--- config.mk ---
export PLATFORM = sky130hd
export DESIGN_NAME = ctrl_mc
export DESIGN_NICKNAME = d
export VERILOG_FILES = /design/src/rtl/ctrl_mc.sv
export SDC_FILE = /design/constraint.sdc
export NUM_CORES = 1
export LEC_CHECK = 0
export BUFFER_PORTS_ARGS = -buffer_cell sky130_fd_sc_hd__buf_2
export CORE_MARGIN = 8
export CORE_UTILIZATION = 45
export DETAILED_ROUTE_END_ITERATION = 8
export PLACE_DENSITY = 0.66
export SLEW_MARGIN = 40
export SYNTH_ARGS = -nofsm -noshare
export SYNTH_HDL_FRONTEND = slang
export SYNTH_SLANG_ARGS = --single-unit
--- constraint.sdc ---
create_clock -name clk -period 3 [get_ports clk]
set_input_delay 0.15 -clock clk [delete_from_list [all_inputs] [get_ports clk]]
set_output_delay 0.15 -clock clk [all_outputs]
set_load 0.05 [all_outputs]
--- src/rtl/ctrl_mc.sv ---
// ctrl_mc: multi-cycle RV32I control unit with a data-memory handshake, memory timeout,
// post-jump flush, external stall and illegal-opcode trapping.
// Ports:
//   clk, rst (async, active-low);
//   opcode/func3/b from the instruction register and the comparator;
//   stall, mem_ack.
//   Outputs: imm_type, alu1_sel, alu2_sel, rd_sel and pc_sel datapath selects;
//   reg_wr, we, mem_req;
//   nop, busy, illegal and err_timeout status.
module ctrl_mc #(
    parameter int MEM_TIMEOUT  = 15,
    parameter int FLUSH_CYCLES = 1,
    parameter bit ILLEGAL_TRAP = 1'b0
) (
    input  logic       clk,
    input  logic       rst,
    input  logic [4:0] opcode,
    input  logic [2:0] func3,
    input  logic       b,
    input  logic       stall,
    input  logic       mem_ack,
    output logic [2:0] imm_type,
    output logic       alu1_sel,
    output logic       alu2_sel,
    output logic [1:0] rd_sel,
    output logic [1:0] pc_sel,
    output logic       reg_wr,
    output logic       we,
    output logic       mem_req,
    output logic       nop,
    output logic       busy,
    output logic       illegal,
    output logic       err_timeout
);

    localparam logic [4:0] OP_LOAD   = 5'b00000;
    localparam logic [4:0] OP_STORE  = 5'b01000;
    localparam logic [4:0] OP_BRANCH = 5'b11000;
    localparam logic [4:0] OP_JALR   = 5'b11001;
    localparam logic [4:0] OP_JAL    = 5'b11011;
    localparam logic [4:0] OP_OPIMM  = 5'b00100;
    localparam logic [4:0] OP_OP     = 5'b01100;
    localparam logic [4:0] OP_LUI    = 5'b01101;

    localparam logic [2:0] IMM_I = 3'd0;
    localparam logic [2:0] IMM_S = 3'd1;
    localparam logic [2:0] IMM_B = 3'd2;
    localparam logic [2:0] IMM_U = 3'd3;
    localparam logic [2:0] IMM_J = 3'd4;
    localparam logic       ALU1_RS1 = 1'b0;
    localparam logic       ALU1_PC  = 1'b1;
    localparam logic       ALU2_RS2 = 1'b0;
    localparam logic       ALU2_IMM = 1'b1;
    localparam logic [1:0] RD_ALU = 2'd0;
    localparam logic [1:0] RD_MEM = 2'd1;
    localparam logic [1:0] RD_PC4 = 2'd2;
    localparam logic [1:0] RD_IMM = 2'd3;
    localparam logic [1:0] PC_P4  = 2'd0;
    localparam logic [1:0] PC_ALU = 2'd1;
    localparam logic [1:0] PC_OLD = 2'd2;

    localparam logic [7:0] TO_LAST    = 8'(MEM_TIMEOUT - 1);
    localparam logic [2:0] FLUSH_INIT = 3'(FLUSH_CYCLES);

    typedef enum logic [2:0] {
        S_INIT, S_EXEC, S_MWAIT, S_WB, S_FLUSH, S_TRAP
    } state_t;

    state_t     state_q, state_d;
    logic [4:0] op_q;
    logic [7:0] wait_cnt, wait_d;
    logic [2:0] flush_cnt, flush_d;

    // func3 is consumed by the comparator/load-store decode elsewhere.
    logic unused_func3;
    assign unused_func3 = ^func3;

    // EXEC decodes the live instruction; later phases replay the latched one.
    logic [4:0] dec_op;
    assign dec_op = (state_q == S_EXEC) ? opcode : op_q;

    logic is_load, is_store, is_branch, is_jal, is_jalr;
    logic is_opimm, is_op, is_lui;
    assign is_load   = dec_op == OP_LOAD;
    assign is_store  = dec_op == OP_STORE;
    assign is_branch = dec_op == OP_BRANCH;
    assign is_jal    = dec_op == OP_JAL;
    assign is_jalr   = dec_op == OP_JALR;
    assign is_opimm  = dec_op == OP_OPIMM;
    assign is_op     = dec_op == OP_OP;
    assign is_lui    = dec_op == OP_LUI;

    always_comb begin
        imm_type = IMM_I;
        alu1_sel = ALU1_RS1;
        alu2_sel = ALU2_RS2;
        rd_sel   = RD_ALU;
        unique case (1'b1)
            is_opimm: alu2_sel = ALU2_IMM;
            is_load: begin
                alu2_sel = ALU2_IMM;
                rd_sel   = RD_MEM;
            end
            is_store: begin
                imm_type = IMM_S;
                alu2_sel = ALU2_IMM;
            end
            is_branch: begin
                imm_type = IMM_B;
                alu1_sel = ALU1_PC;
                alu2_sel = ALU2_IMM;
            end
            is_jal: begin
                imm_type = IMM_J;
                alu1_sel = ALU1_PC;
                alu2_sel = ALU2_IMM;
                rd_sel   = RD_PC4;
            end
            is_jalr: begin
                alu2_sel = ALU2_IMM;
                rd_sel   = RD_PC4;
            end
            is_lui: begin
                imm_type = IMM_U;
                rd_sel   = RD_IMM;
            end
            default: ;
        endcase
        if (state_q == S_WB) rd_sel = RD_MEM;
    end

    logic redirect;

    always_comb begin
        state_d     = state_q;
        wait_d      = wait_cnt;
        flush_d     = flush_cnt;
        pc_sel      = PC_OLD;
        reg_wr      = 1'b0;
        we          = 1'b0;
        mem_req     = 1'b0;
        nop         = 1'b0;
        illegal     = 1'b0;
        err_timeout = 1'b0;
        redirect    = 1'b0;
        busy        = state_q != S_EXEC;
        unique case (state_q)
            S_INIT: begin
                nop     = 1'b1;
                state_d = S_EXEC;
            end
            S_EXEC: begin
                if (!stall) begin
                    unique case (1'b1)
                        is_load, is_store: begin
                            mem_req = 1'b1;
                            we      = is_store;
                            state_d = S_MWAIT;
                            wait_d  = 8'd0;
                        end
                        is_jal, is_jalr: begin
                            reg_wr   = 1'b1;
                            pc_sel   = PC_ALU;
                            redirect = 1'b1;
                        end
                        is_branch: begin
                            pc_sel   = b ? PC_ALU : PC_P4;
                            redirect = b;
                        end
                        is_op, is_opimm, is_lui: begin
                            reg_wr = 1'b1;
                            pc_sel = PC_P4;
                        end
                        default: begin
                            illegal = 1'b1;
                            pc_sel  = PC_P4;
                            if (ILLEGAL_TRAP) state_d = S_TRAP;
                        end
                    endcase
                    if (redirect && FLUSH_CYCLES != 0) begin
                        state_d = S_FLUSH;
                        flush_d = FLUSH_INIT;
                    end
                end
            end
            S_MWAIT: begin
                mem_req = 1'b1;
                we      = is_store;
                if (mem_ack) begin
                    if (is_store) begin
                        pc_sel  = PC_P4;
                        state_d = S_EXEC;
                    end else begin
                        state_d = S_WB;
                    end
                end else if (wait_cnt >= TO_LAST) begin
                    err_timeout = 1'b1;
                    state_d     = S_TRAP;
                end else if (wait_cnt != 8'hFF) begin
                    wait_d = wait_cnt + 8'd1;
                end
            end
            S_WB: begin
                reg_wr  = 1'b1;
                pc_sel  = PC_P4;
                state_d = S_EXEC;
            end
            S_FLUSH: begin
                nop     = 1'b1;
                pc_sel  = PC_P4;
                flush_d = flush_cnt - 3'd1;
                if (flush_cnt <= 3'd1) state_d = S_EXEC;
            end
            S_TRAP: nop = 1'b1;
            default: state_d = S_INIT;
        endcase
    end

    always_ff @(posedge clk or negedge rst) begin
        if (!rst) begin
            state_q   <= S_INIT;
            op_q      <= 5'd0;
            wait_cnt  <= 8'd0;
            flush_cnt <= 3'd0;
        end else begin
            state_q   <= state_d;
            wait_cnt  <= wait_d;
            flush_cnt <= flush_d;
            if (state_q == S_EXEC) op_q <= opcode;
        end
    end

endmodule

==> flow_metrics.py, run 1 <==
metrics = {
    "grt": {
        "grt_pass1_vias": 1316,
        "grt_max_degree": 20,
        "grt_pass1_wl_mm": 6.22,
        "overflow": 0,
        "antenna_found_initial": 0,
        "grt_usage_pct": 14.6,
    },
    "place": {
        "hpwl_mm": 2.83,
        "port_buffers": 25,
        "globalplace.congestion": 0.860,
        "dp_cells": 237,
    },
    "sta": {
        "setup_viol": 0,
        "rsz0062_at_grt": "false",
        "finalCriticalPeriod_ns": 2.77,
        "max_freq_mhz": 362,
        "hold_viol": 0,
        "finalCritPeriodShare_pct": 92.2,
        "slew_headroom_pct": 55.4,
        "tightest_slew_ns": 0.664,
        "maxSlewViolCount": 0,
        "fin_setup_tns_ns": 0,
        "fin_skew_ns": 0.00886,
    },
    "cells_and_area": {
        "n_antenna_cell": 0,
        "area_delta_synth_final_pct": 13.0,
        "utilization_pct": 51.6,
        "layout-drive-gt1-share_pct": 20.4,
        "nFillCells": 337,
        "multi_input_area_sq_um": 905,
        "fin_nets": 214,
        "final_cell_mix": "25 x buf_2, 19 x dfrtp_1, 12 x nor2_1",
        "layout.area.seq_sq_um": 475,
        "final_cells": 242,
        "layout_commonest_cell": "buf_2",
    },
    "clocking": {
        "path_clk_slew_ns": 0.11,
        "htree_levels": 1,
        "clockBufferDepth": 2,
        "cts_root_buffer": "clkbuf_4",
        "cts.sinks": 19,
        "worstSkewPairLatency_ns": 0.31,
        "post_cts_buffers": 0,
        "tritoncts": "yes",
        "cts_buffers": 3,
    },
    "drt": {
        "detail_route.wl_per_cell_um": 15.2,
        "wl_mm": 3.67,
        "drtIter0Drc": 81,
        "first_pass_iters": 4,
        "ant_nets": 0,
        "vias": 1356,
        "viasPerCell": 5.60,
        "drc": 0,
    },
    "synthesis": {
        "synth_top_flop_cell": "dfrtp_1",
        "synth-seq-cells": 19,
        "synth.net_count": 190,
        "ys_types": 50,
        "async_reset_ff_share_pct": 100,
        "synth_edf_count": 0,
        "ys_seq_area_share_pct": 32.2,
        "synth_cells": 173,
        "yosysWarnings": 0,
        "avgSynthCellArea_sq_um": 8.53,
        "synthesis.area_sq_um": 1480,
    },
    "floorplanning": {
        "start_util_pct": 45.7,
        "die_w_um": 73.3,
        "fp.dieArea_sq_um": 5370,
        "row_count": 21,
        "die_y_um": 73.3,
        "core-area_sq_um": 3230,
        "pin_count": 29,
    },
    "flow_run": {
        "drv_cap": 0,
    },
    "pwr": {
        "power.total_mw": 1.87,
        "peakVddDrop_v": 0.000570,
        "p_leak_nw": 0.797,
        "powerDensity_nw_per_um2": 1120,
    },
    "critical_path": {
        "worstReg2RegStart": "state_q[1]$_DFFE_PN0P_",
        "cp_max_fo": 19,
        "crit_type": "register to primary output",
        "critPathLaunch": "state_q[1]$_DFFE_PN0P_",
        "critPathRequiredTime_ns": 2.85,
        "ff2ff_setup_slack_ns": 0.77,
        "reg2reg_depth": 7,
        "cp-end-kind": "primary output",
        "worst_ep_arrival_time_ns": 2.62,
        "r2r_end": "state_q[0]$_DFFE_PN0P_",
        "startpoint_type": "register",
        "crit_end": "rd_sel[0]",
    },
    "worst_hold_path": {
        "hold_path.class": "input pin to register",
    },
    "status": {
        "status": "complete, no violations",
    },
}
==> layer usage <==
layer / up-vias / share of wire (%) / GRT usage (%) / wire length [um]
met1: 635 / 44 / 19.0 / 1610
met5: - / 0 / 0 / 0
li1: 676 / - / - / -
met3: 4 / 5.5 / 3.00 / 200
met4: 0 / 0.79 / 4.44 / 29
met2: 41 / 50 / 23.3 / 1820
==> flip-flops by register name (all words and copies together) (netlist names) <==
| register | count |
|---|---|
| flush_cnt | 3 |
| op_q | 5 |
| state_q | 3 |
| wait_cnt | 8 |
==> synth_stat cells (3+ instances only) <==
library cell,count,area (sq um)
a211oi_1,3,22.5
a21oi_1,8,40.0
and2_1,4,25.0
buf_2,3,15.0
clkbuf_1,4,15.0
dfrtp_1,19,475
ha_1,4,50.1
inv_1,11,41.3
mux2i_1,8,80.1
nand2_1,11,41.3
nand2b_1,6,37.5
nand3_1,8,40.0
nand3b_1,6,45.0
nor2_1,12,45.0
nor2b_1,5,31.3
nor3_1,9,45.0
o21ai_0,8,40.0
xnor2_1,3,26.3
==> worst min path at each step <==
stage / startpoint / end / slack (ns) / cells after the start
detailed placement: rst / flush_cnt[1]$_DFFE_PN0P_ / 0.12 / 1
CTS: mem_ack / state_q[1]$_DFFE_PN0P_ / 0.15 / 3
floorplan: rst / flush_cnt[0]$_DFFE_PN0P_ / -0.15 / 0
finish: mem_ack / state_q[1]$_DFFE_PN0P_ / 0.16 / 3
global route: mem_ack / state_q[1]$_DFFE_PN0P_ / 0.15 / 3
global placement: rst / flush_cnt[1]$_DFFE_PN0P_ / 0.12 / 1
==> through the flow <==
step                      hold WS (ns)  area, sq um  worst slack, ns
final                            0.155         1670            0.234
after global routing             0.151         1670           0.0612
after CTS                        0.146         1660            0.147
after detailed placement         0.122         1630            0.508
after global placement           0.116         1630            0.532
after floorplan                 -0.146         1480            0.271
==> report_power, final <==
group / internal, mW / switching, mW
Sequential: 0.336 / 0.147
Clock: 0.0498 / 0.0857
Combinational: 0.444 / 0.810
Total: 0.829 / 1.04
==> logic make-up (layout without fill, tap and decap cells) <==
kind of cell	Yosys count	count (layout)	synth area share, %
buffers and inverters	22	45	6.86
XOR/XNOR	5	5	2.97
adder cells (fa/ha/maj)	4	4	3.39
AO/OA/AOI/OAI	41	41	19.7
flip-flops	19	19	32.2
AND/OR/NAND/NOR	72	72	27.7
multiplexers	10	10	7.20
==> layout make-up <==
class / count / area share (%)
clock inverter: 1 / 0.300
timing repair buffer: 29 / 9.45
multi-input combinational: 132 / 54.2
clock buffer: 3 / 1.35
inverter: 12 / 2.70
sequential: 19 / 28.5
tap: 46 / 3.45
==> critical path, stage by stage, from the launching register on <==
cell and delay, ns:
dfrtp_1 0.55, nor3b_4 0.30, buf_4 0.24, inv_2 0.06, buf_4 0.20, mux2i_1 0.26
and4b_1 0.24, a221o_1 0.26, buf_2 0.21
==> repair_timing <==
action,CTS,global route
hold endpoints to repair,19,0
hold buffers,1,0
endpoints found under the setup margin,0,1
resized for setup,0,1
Note: power is estimated with default switching activity, not from simulation.
==> run 2, diff against run 1 <==
- PLACE_DENSITY: 0.66 -> 0.69
- clock period: 3 -> 2.45 ns (I/O delays scaled with it)
==> flow_metrics.py, run 2 (same netlist as run 1, synthesis figures left out) <==
metrics = {
    "floorplanning": {
        "start_util_pct": 45.7,
        "die_w_um": 73.3,
        "row_count": 21,
        "core-area_sq_um": 3230,
        "die_y_um": 73.3,
        "pin_count": 29,
        "fp.dieArea_sq_um": 5370,
    },
    "clocking": {
        "cts_buffers": 3,
        "tritoncts": "yes",
        "cts.sinks": 19,
        "cts_root_buffer": "clkbuf_4",
        "path_clk_slew_ns": 0.12,
        "clockBufferDepth": 2,
        "worstSkewPairLatency_ns": 0.32,
        "htree_levels": 1,
    },
    "place": {
        "port_buffers": 25,
        "globalplace.congestion": 0.888,
        "hpwl_mm": 2.95,
    },
    "drt": {
        "drc": 0,
        "ant_nets": 0,
        "detail_route.wl_per_cell_um": 15.7,
        "wl_mm": 3.94,
        "vias": 1414,
        "drtIter0Drc": 87,
        "viasPerCell": 5.61,
        "first_pass_iters": 5,
    },
    "critical_path": {
        "critical_path.slowest_cell": "dfrtp_2",
        "critPathLaunch": "state_q[2]$_DFFE_PN0P_",
        "crit_type": "register to primary output",
        "critPathRequiredTime_ns": 2.33,
        "cp-end-kind": "primary output",
        "cp.buffers_inverters": 4,
        "worst_ep_arrival_time_ns": 2.24,
        "cp_max_fo": 13,
        "worstReg2RegStart": "state_q[2]$_DFFE_PN0P_",
        "worstPathCellList": "nor3b_4 -> buf_4 -> inv_4 -> mux2i_2 -> buf_4 -> and4b_1 -> a221o_1 -> buf_4",
        "max_stage_delay_ns": 0.47,
        "cp_top_family": "buffers and inverters",
        "startpoint_type": "register",
        "cp_common_cell": "buf_4",
    },
    "sta": {
        "setup_viol": 0,
        "tightest_slew_ns": 0.576,
        "finalCriticalPeriod_ns": 2.36,
        "slew_headroom_pct": 61.3,
        "max_freq_mhz": 423,
        "hold-worst-slack_ns": 0.125,
        "hold_viol": 0,
        "fin_skew_ns": 0.00610,
        "finalCritPeriodShare_pct": 96.5,
        "maxSlewViolCount": 0,
    },
    "grt": {
        "use_met3_pct": 2.86,
        "grt_pass1_vias": 1387,
        "overflow": 0,
        "antenna_found_initial": 0,
        "grt_max_degree": 20,
        "grt_busiest_layer": "met2",
        "grt_pass1_wl_mm": 6.42,
        "grt_usage_pct": 15.1,
        "global_route.usage.met1_pct": 19.5,
        "globalRouteMet2Util_pct": 24.1,
    },
    "cells_and_area": {
        "area_delta_synth_final_pct": 23.0,
        "largest_register_ffs": 8,
        "utilization_pct": 56.2,
        "layout_commonest_cell": "buf_2",
        "reg_top3": "wait_cnt: 8 flops, op_q: 5 flops",
        "n_antenna_cell": 0,
        "multi_input_area_sq_um": 951,
        "layout.area.seq_sq_um": 477,
        "nFillCells": 286,
        "layout-drive-gt1-share_pct": 28.2,
        "fin_nets": 224,
        "final_cell_mix": "20 x buf_2, 18 x dfrtp_1, 14 x buf_4",
        "top_register": "wait_cnt",
    },
    "status": {
        "status": "complete, no violations",
    },
    "pwr": {
        "peakVddDrop_v": 0.000697,
        "powerDensity_nw_per_um2": 1440,
        "p_leak_nw": 0.842,
    },
    "worst_hold_path": {
        "hold_path.class": "input pin to register",
        "hp-start": "mem_ack",
    },
    "flow_run": {
        "drv_cap": 0,
    },
}
## run 2: cell types whose count changed in the layout (fill, tap and decap cells not counted), sizes merged
cell / change
clkbuf: +2
clkinvlp: +1
clkinv: -1
buf: +8
## run 2: power by group
part / switching (mW) / internal (mW) / total, mW
registers: 0.157 / 0.413 / 0.569
clock network: 0.116 / 0.0625 / 0.178
logic: 1.13 / 0.739 / 1.87
total: 1.40 / 1.21 / 2.62
## run 2: metrics by stage
step / cells / cell area, sq um / setup TNS [ns] / power [mW] / setup slack [ns]
after floorplan: 173 / 1490 / 0 / 1.83 / 0.00191
after global placement: 242 / 1670 / 0 / 2.17 / 0.223
after detailed placement: 242 / 1670 / 0 / 2.20 / 0.217
after CTS: 247 / 1750 / 0 / 2.46 / 0.0247
after global routing: 252 / 1820 / -0.0468 / 2.79 / -0.0164
final: 252 / 1820 / 0 / 2.62 / 0.0858
## run 2: path summary, 6_finish.rpt
kind	to	slack (ns)	cells past startpoint
max	rd_sel[0]	0.09	8
min in group asynchronous	state_q[1]$_DFFE_PN0P_	0.26	2
min reg2reg	wait_cnt[5]$_DFFE_PN0P_	0.51	1
max reg2reg	state_q[0]$_DFFE_PN0P_	0.46	7
min	state_q[1]$_DFFE_PN0P_	0.13	3
max in group asynchronous	state_q[2]$_DFFE_PN0P_	1.85	2
## run 2: layer usage
| layer | part of all wire (%) | vias up |
|---|---|---|
| met4 | 1.3 | 0 |
| met2 | 46 | 51 |
| met3 | 8.3 | 5 |
| met5 | 0 | - |
| li1 | - | 691 |
| met1 | 44 | 667 |
## run 2: repair_timing
action                     in CTS  in global routing
gates resized for setup         9                  8
hold endpoints to repair       19                  0
setup buffers                   0                  5
setup endpoints to repair       4                 10
hold buffers                    1                  0
pin swaps                       0                  2
## run 2: layout make-up
cell class,count,share of cell area [%]
inverter,12,2.62
timing repair buffer,39,13.9
multi-input combinational,132,52.4
sequential,19,26.3
tap,46,3.17
clock inverter,1,0.414
clock buffer,3,1.24
## run 2: tightest hold or removal path, cell delays in order
cell and delay [ns]:
buf_2 0.12, nand4_1 0.08, a211oi_1 0.08
